==> src/rtl/eth_f_status_sync_pkg.sv <==
// eth_f_status_sync_pkg: shared FSM encoding and counter sizing for the status sync scheduler
package eth_f_status_sync_pkg;
  typedef enum logic [1:0] {IDLE = 2'd0, LOAD = 2'd1, HOLD = 2'd2} state_e;
  function automatic int cnt_w(input int h, input int r);
    int m;
    m = (h > r) ? h : r;
    return (m < 2) ? 1 : $clog2(m);
  endfunction
endpackage

==> src/rtl/eth_f_rr_arbiter.sv <==
// eth_f_rr_arbiter: combinational rotate-priority encoder, first requester after last wins
module eth_f_rr_arbiter #(
  parameter int N = 4,
  parameter int SEL_W = $clog2(N)
) (
  input  logic [N-1:0]     req,
  input  logic [SEL_W-1:0] last,
  output logic [SEL_W-1:0] grant_idx,
  output logic             grant_vld
);
  int idx;
  // scan from farthest to nearest so the nearest requester after last is assigned last
  always_comb begin
    grant_idx = '0;
    grant_vld = 1'b0;
    idx = 0;
    for (int j = N; j >= 1; j--) begin
      idx = (int'(last) + j) % N;
      if (req[idx[SEL_W-1:0]]) begin
        grant_idx = idx[SEL_W-1:0];
        grant_vld = 1'b1;
      end
    end
  end
endmodule

==> src/rtl/eth_f_status_sync_sched.sv <==
// eth_f_status_sync_sched: round-robin loader sharing one multibit status synchronizer
module eth_f_status_sync_sched
  import eth_f_status_sync_pkg::*;
#(
  parameter int WIDTH = 32,
  parameter int NUM_SRC = 4,
  parameter int SEL_W = $clog2(NUM_SRC),
  parameter int HOLD_CYCLES = 8,
  parameter int REFRESH_CYCLES = 1024
) (
  input  logic                     clk,
  input  logic                     reset_n,
  input  logic [NUM_SRC*WIDTH-1:0] din,
  output logic [WIDTH-1:0]         hold_data,
  output logic [SEL_W-1:0]         hold_sel,
  output logic                     hold_toggle,
  output logic                     busy
);
  localparam int CW = cnt_w(HOLD_CYCLES, REFRESH_CYCLES);
  state_e state, state_nxt;
  logic [WIDTH-1:0] shadow [NUM_SRC];
  logic [WIDTH-1:0] gnt_word;
  logic [NUM_SRC-1:0] pending, change, clr;
  logic [SEL_W-1:0] ptr, gnt;
  logic gnt_vld, load, refresh;
  logic [CW-1:0] hold_cnt, ref_cnt;

  for (genvar i = 0; i < NUM_SRC; i++) begin : g_chg
    assign change[i] = din[i*WIDTH +: WIDTH] != shadow[i];
  end

  eth_f_rr_arbiter #(.N(NUM_SRC), .SEL_W(SEL_W)) u_arb (
    .req(pending),
    .last(ptr),
    .grant_idx(gnt),
    .grant_vld(gnt_vld)
  );

  assign gnt_word = din[gnt*WIDTH +: WIDTH];
  assign refresh = (REFRESH_CYCLES != 0) && (ref_cnt == CW'(REFRESH_CYCLES - 1));
  assign clr = (load && gnt_vld) ? NUM_SRC'(1) << gnt : '0;

  // state register
  always_ff @(posedge clk or negedge reset_n)
    if (!reset_n) state <= IDLE;
    else state <= state_nxt;

  // next state: leave IDLE or finish HOLD only when something is pending
  always_comb
    state_nxt = state == IDLE ? (|pending ? LOAD : IDLE)
              : state == LOAD ? HOLD
              : hold_cnt == '0 ? (|pending ? LOAD : IDLE) : HOLD;

  // state-decoded controls
  always_comb begin
    busy = state != IDLE;
    load = state == LOAD;
  end

  // datapath: capture granted word, track pending changes and counters
  always_ff @(posedge clk or negedge reset_n)
    if (!reset_n) begin
      hold_data <= '0;
      hold_sel <= '0;
      hold_toggle <= 1'b0;
      ptr <= SEL_W'(NUM_SRC - 1);
      pending <= '1;
      hold_cnt <= '0;
      ref_cnt <= '0;
      for (int i = 0; i < NUM_SRC; i++) shadow[i] <= '0;
    end else begin
      pending <= (pending | change | {NUM_SRC{refresh}}) & ~clr;
      ref_cnt <= (refresh || REFRESH_CYCLES == 0) ? '0 : ref_cnt + 1'b1;
      if (load && gnt_vld) begin
        hold_data <= gnt_word;
        hold_sel <= gnt;
        hold_toggle <= ~hold_toggle;
        shadow[gnt] <= gnt_word;
        ptr <= gnt;
        hold_cnt <= CW'(HOLD_CYCLES - 1);
      end else if (hold_cnt != '0) hold_cnt <= hold_cnt - 1'b1;
    end
endmodule

==> config.mk <==
export PLATFORM = sky130hd
export DESIGN_NAME = eth_f_status_sync_sched
export DESIGN_NICKNAME = d
export VERILOG_FILES = /design/src/rtl/eth_f_status_sync_pkg.sv /design/src/rtl/eth_f_rr_arbiter.sv /design/src/rtl/eth_f_status_sync_sched.sv
export SDC_FILE = /design/constraint.sdc
export NUM_CORES = 1
export LEC_CHECK = 0
export CAP_MARGIN = 20
export CORE_ASPECT_RATIO = 0.5
export CORE_MARGIN = 2
export CORE_UTILIZATION = 35
export DETAILED_ROUTE_END_ITERATION = 12
export PLACE_DENSITY = 0.55
export SYNTH_ARGS = -nofsm -noshare
export SYNTH_HDL_FRONTEND = slang
export SYNTH_SLANG_ARGS = --single-unit
==> constraint.sdc <==
create_clock -name clk -period 5.6 [get_ports clk]
set_clock_uncertainty 0.15 [all_clocks]
set_input_delay 1.68 -clock clk [delete_from_list [all_inputs] [get_ports clk]]
set_output_delay 1.68 -clock clk [all_outputs]
set_load 0.1 [all_outputs]
==> flow_metrics.tcl, run 1 <==
set metrics [dict create \
    run_status "finished, final reports clean" \
    post-place-ws_ns 1.78 \
    finalPower_mw 4.99 \
    startpoint_type "register" \
    layout_common_cells "dfrtp_1, clkdlybuf4s50_1, xor2_1" \
    fin_area_sq_um 12400 \
    yosysTopAreaCellShare 0.476 \
    cts_resized 0 \
    place_inst 1354 \
    slew-limit-headroom 0.255 \
    grt_max_degree 113 \
    avgSynthCellArea_sq_um 11.6 \
    die_area_sq_um 29200 \
    h-tree-depth 4 \
    finalCritPeriodShare 0.712 \
    fin_crit_ns 3.99 \
    drtIter0Drc 514 \
    ctsLongestPathBuffers 2 \
    num_vias 6914 \
    p_int_mw 3.07 \
    clkSlewWorstSetupHoldPaths_ns 0.07 \
    nets 1123 \
    place.gp.congestion 0.815 \
    worstPathArrival_ns 2.16 \
    cap_violations 0 \
    die_w_microns 240 \
    utilization 0.450 \
    drc 0 \
    cts_num_sinks 191 \
    timing.setup.tns_ns 0 \
    numPortBuffers 165 \
    post_cts_buffers 0 \
    core_area_sq_um 27500 \
    grt_pass1_vias 7028 \
    ioPinCount 166 \
    rows 43 \
    switching_share 0.384 \
    p_leak_nw 5.14 \
    dp_hpwl_microns 21000 \
    wl_microns 27700 \
    setup_violations 0 \
    setup_slack_ns 1.61 \
    synth.net_count 968 \
    max_clock_freq_ghz 0.251 \
    gr-usage-all-layers 0.195 \
    synth_area_sq_um 9730 \
    r2r_cells 6 \
    synth_area_leaders "dfrtp_1, mux2_2, mux2_1, xor2_1, xnor2_1" \
    pwr-share-seq 0.384 \
    irDropWorstVdd_uv 211 \
    power_per_cell_area_nw_per_um2 403 \
    hold_ws_ns 0.322 \
    yosysSeqAreaShare 0.492 \
    grt_overflow_total 0 \
    yosys.area.top_type "dfrtp_1" \
    antenna_found_initial 0 \
    final_common_cell "dfrtp_1" \
    clkPwrFrac 0.252 \
    power_switching_mw 1.91 \
    rsz0062_at_grt "no" \
    antenna_left 0 \
    start_util 0.353 \
    die_height_microns 122 \
    cts_hold_buf 0 \
    avgViaCountPerCell 4.99 \
    ys_ff_latch 191 \
    final_cell_count_no_fill 1386 \
    drive_above_1_share 0.135 \
    antenna_cells 0 \
    place_area_sq_um 11800 \
    clock_latency_ns 0.45 \
    hold_violations 0 \
    syn-instance-count 836 \
    cts_root_buffer "clkbuf_16" \
    p_comb_frac 0.364 \
    area_growth_pct 27.2 \
    worst_pin_slew_ns 1.11 \
    cp_max_fo 4 \
    dr.pass1.iters 5 \
    crit_path_end_kind "output pin" \
    cts_buffers 17 \
    path_class "register to output pin" \
    grt_pass1_wl_microns 41900 \
    synth.distinct_cells 42 \
    cts_tree "done" \
    hold_depth 1 \
    yosysWarnings 0 \
    avgRoutedWirePerCell_microns 20.0 \
    critPathRequiredTime_ns 3.77 \
    worst_hold_path_type "register to register" \
    drv_slew 0 \
]
==> area by class of cell <==
| cell class | instances | area (sq um) |
|---|---|---|
| fillers | 2588 | 15200 |
| flip-flops and latches | 191 | 4790 |
| multi-input cells | 600 | 4750 |
| repair buffers | 178 | 1770 |
| well taps | 382 | 478 |
| clock buffers | 18 | 429 |
| clock inverters | 14 | 169 |
| inverters | 3 | 11.3 |
==> metal layers <==
layer,vias up,GRT usage,wire length (microns)
li1,3288,-,-
met1,3494,0.273,13100
met5,-,0,0
met2,111,0.316,13300
met4,0,0.0466,311
met3,21,0.0347,1010
==> sequential cells by signal (all words and copies together), names as in the netlist <==
register     count
pending          4
hold_cnt        10
ptr              2
hold_sel         2
state            2
shadow         128
hold_data       32
hold_toggle      1
ref_cnt         10
==> final timing paths <==
path / from / end / slack (ns)
worst max-delay path: state[1]$_DFF_PN0_ / busy / 1.61
worst min-delay path: ref_cnt[6]$_DFF_PN0_ / ref_cnt[6]$_DFF_PN0_ / 0.32
worst max register to register: pending[2]$_DFF_PN1_ / shadow[98]$_DFFE_PN0P_ / 2.47
worst min register to register: ref_cnt[6]$_DFF_PN0_ / ref_cnt[6]$_DFF_PN0_ / 0.32
max in group asynchronous: reset_n / pending[3]$_DFF_PN1_ / 3.06
min in group asynchronous: reset_n / shadow[122]$_DFFE_PN0P_ / 1.19
==> power by group through the flow <==
stage	clock network (mW)	logic, mW	registers, mW
2_1_floorplan	0	0.730	2.46
3_3_place_gp	0	1.81	1.92
3_5_place_dp	0	1.83	1.94
4_1_cts	1.28	1.83	1.92
5_1_grt	1.34	1.93	1.96
6_report	1.26	1.81	1.92
==> Yosys cell counts (all sizes together) <==
master / n
nand2: 42
nor2: 52
xnor2: 69
dfrtp: 185
or4: 2
buf: 20
nor4b: 1
a211oi: 64
o31ai: 1
nand4: 16
dfstp: 6
ha: 2
nor3b: 3
inv: 3
o211ai: 1
nor2b: 4
or3: 2
nor4: 26
xor2: 72
o22ai: 1
or2: 3
mux2: 129
a21boi: 4
a21oi: 5
clkbuf: 22
a21bo: 1
and4: 1
nand3: 12
and3: 1
mux2i: 35
nand2b: 5
or3b: 2
o21ai: 6
nor3: 38
==> critical path, cell delays in order (launching register included) <==
cell and delay (ns):
dfrtp_1 0.42, or2_2 0.32, clkdlybuf4s50_1 0.97
==> cells by family (layout without fill, tap and decap cells) <==
family | Yosys count | in the layout | synth area share
xor+xnor | 141 | 141 | 0.127
mux | 164 | 164 | 0.185
compound gates | 83 | 83 | 0.0621
simple gates | 210 | 210 | 0.108
fa+ha+maj | 2 | 2 | 0.00257
buf+inv | 45 | 213 | 0.0231
flops | 191 | 191 | 0.492
Power figures use the tool's default switching activity.
==> inputs of run 2 (changes only) <==
Settings changed: PLACE_DENSITY 0.55 to 0.57.
Clock period 5.6 ns to 3.33 ns, I/O delays scaled along.
==> run 2 against run 1 <==
  * Via count up 0.29%
  * Sequential share of layout area about the same
  * Critical path depth up 4
  * Final area about the same
  * Clock power up 64%
  * Worst hold slack better by 0.010 ns
  * Global-route usage up 0.092 points
  * Flip-flop and latch count unchanged
  * Register-to-register slack worse by 1.9 ns
  * Setup slack worse by 1.0 ns
  * Cell count up 0.65%
  * Largest power group unchanged
==> flow_metrics.tcl, run 2 (synthesized netlist as in run 1, its figures left out) <==
set metrics [dict create \
    min_to "hold_toggle$_DFFE_PN0N_" \
    gr-usage-all-layers 0.196 \
    worst_pin_slew_ns 0.735 \
    post_cts_buffers 0 \
    cts_buffers 17 \
    ioPinCount 166 \
    max_clock_freq_ghz 0.367 \
    utilization 0.450 \
    worst_hold_path_type "register to register" \
    cts_root_buffer "clkbuf_16" \
    critPathRequiredTime_ns 3.48 \
    cp_max_fo 32 \
    crit_path_end_kind "register" \
    avgViaCountPerCell 4.97 \
    fin_area_sq_um 12400 \
    area_growth_pct 27.2 \
    hold_violations 0 \
    hold_depth 1 \
    clkSlewWorstSetupHoldPaths_ns 0.07 \
    grt_pass1_vias 7054 \
    rows 43 \
    start_util 0.353 \
    path_class "register to register" \
    die_w_microns 240 \
    critPathSlowestCell "dfstp_2" \
    layout_common_cells "dfrtp_1, clkdlybuf4s50_1, xor2_1" \
    num_vias 6934 \
    crit_path_frequent_cell "a211oi_1" \
    grt_overflow_total 0 \
    setup_violations 0 \
    power_per_cell_area_nw_per_um2 675 \
    nets 1131 \
    final_common_cell "dfrtp_1" \
    r2r-start "pending[2]$_DFF_PN1_" \
    h-tree-depth 4 \
    fin_crit_ns 2.73 \
    dp_hpwl_microns 21400 \
    numPortBuffers 165 \
    irDropWorstVdd_uv 376 \
    hold_start "hold_toggle$_DFFE_PN0N_" \
    clock_latency_ns 0.45 \
    cap_violations 0 \
    drv_slew 0 \
    cts_tree "done" \
    timing.rr.end "hold_data[16]$_DFFE_PN0N_" \
    worstPathArrival_ns 2.88 \
    antenna_found_initial 1 \
    finalPower_mw 8.36 \
    grt_pass1_wl_microns 42200 \
    die_height_microns 122 \
    startpoint_type "register" \
    antenna_left 0 \
    run_status "finished, final reports clean" \
    worstPathCellList "nor4_1 -> nor3b_2 -> o21ai_2 -> buf_4 -> a211oi_1 -> a211oi_1" \
    largestRegisters "shadow (128), hold_data (32)" \
    place.gp.congestion 0.823 \
    largest_register "shadow" \
    critical_path.max_stage_delay_ns 0.62 \
    place_area_sq_um 11800 \
    num-fill-cells 2594 \
    die_area_sq_um 29200 \
    cts_resized 0 \
    finalCritPeriodShare 0.819 \
    ctsLongestPathBuffers 2 \
    rsz0062_at_grt "no" \
    cts_hold_buf 0 \
    drc 0 \
    largest_reg_flops 128 \
    r2r_cells 6 \
    grt_max_degree 86 \
    p_leak_nw 5.22 \
    slew-limit-headroom 0.510 \
    r2r_slack_ns 0.60 \
    dr.pass1.iters 4 \
    avgRoutedWirePerCell_microns 19.9 \
    core_area_sq_um 27500 \
    timing.setup.tns_ns 0 \
    drtIter0Drc 405 \
    cts_num_sinks 191 \
    wl_microns 27800 \
    drive_above_1_share 0.179 \
]
-- run 2: cell types whose count changed in the layout (fill, tap and decap cells not counted), moves of 2 or more --
| cell | previous run | this run |
|---|---|---|
| bufinv_16 | 3 | 1 |
| clkdlybuf4s50_1 | 164 | 128 |
| inv_8 | 0 | 5 |
| buf_12 | 1 | 4 |
| clkinv_2 | 4 | 0 |
| buf_4 | 12 | 53 |
-- run 2: power by group --
group	internal [mW]	switching (mW)
combinational	1.09	1.96
sequential	2.87	0.352
clock	1.08	0.991
-- run 2: worst max-delay path by stage --
stage	cells after the start	endpoint	slack [ns]	from
finish	6	hold_data[16]$_DFFE_PN0N_	0.60	pending[2]$_DFF_PN1_
global route	6	hold_data[16]$_DFFE_PN0N_	0.50	pending[0]$_DFF_PN1_
CTS	6	hold_data[16]$_DFFE_PN0N_	0.67	pending[0]$_DFF_PN1_
detailed placement	6	pending[3]$_DFF_PN1_	0.30	din[126]
global placement	6	pending[3]$_DFF_PN1_	0.27	din[126]
floorplan	6	shadow[10]$_DFFE_PN0P_	1.01	pending[1]$_DFF_PN1_
-- run 2: layout make-up --
class                      instances  area, sq um  area share
timing repair buffer             186         1770       0.143
inverter                           3         11.3    0.000909
sequential                       191         4790       0.387
tap                              382          478      0.0386
antenna                            1         2.50    0.000202
clock inverter                    14          153      0.0123
multi-input combinational        600         4740       0.383
clock buffer                      18          439      0.0355
-- run 2: stage by stage --
stage,instances,hold slack (ns),setup WS [ns]
after floorplan,836,0.295,1.01
after global placement,1362,0.311,0.268
after detailed placement,1362,0.318,0.298
after CTS,1394,0.330,0.672
after global routing,1395,0.358,0.495
final,1395,0.332,0.603
-- run 2: critical path, delay by kind of cell, from the launching register on --
family / cells / cell delay (ns)
AOI/OAI and AO/OA: 3 / 0.82
buffers and inverters: 1 / 0.27
DFF: 1 / 0.62
and+or+nand+nor: 2 / 0.69
-- run 2: metal layers --
metal	vias up	part of all wire	GRT usage
li1	3312	-	-
met1	3495	0.47	0.270
met2	98	0.48	0.317
met3	29	0.036	0.0363
met4	0	0.017	0.0571
met5	-	0	0
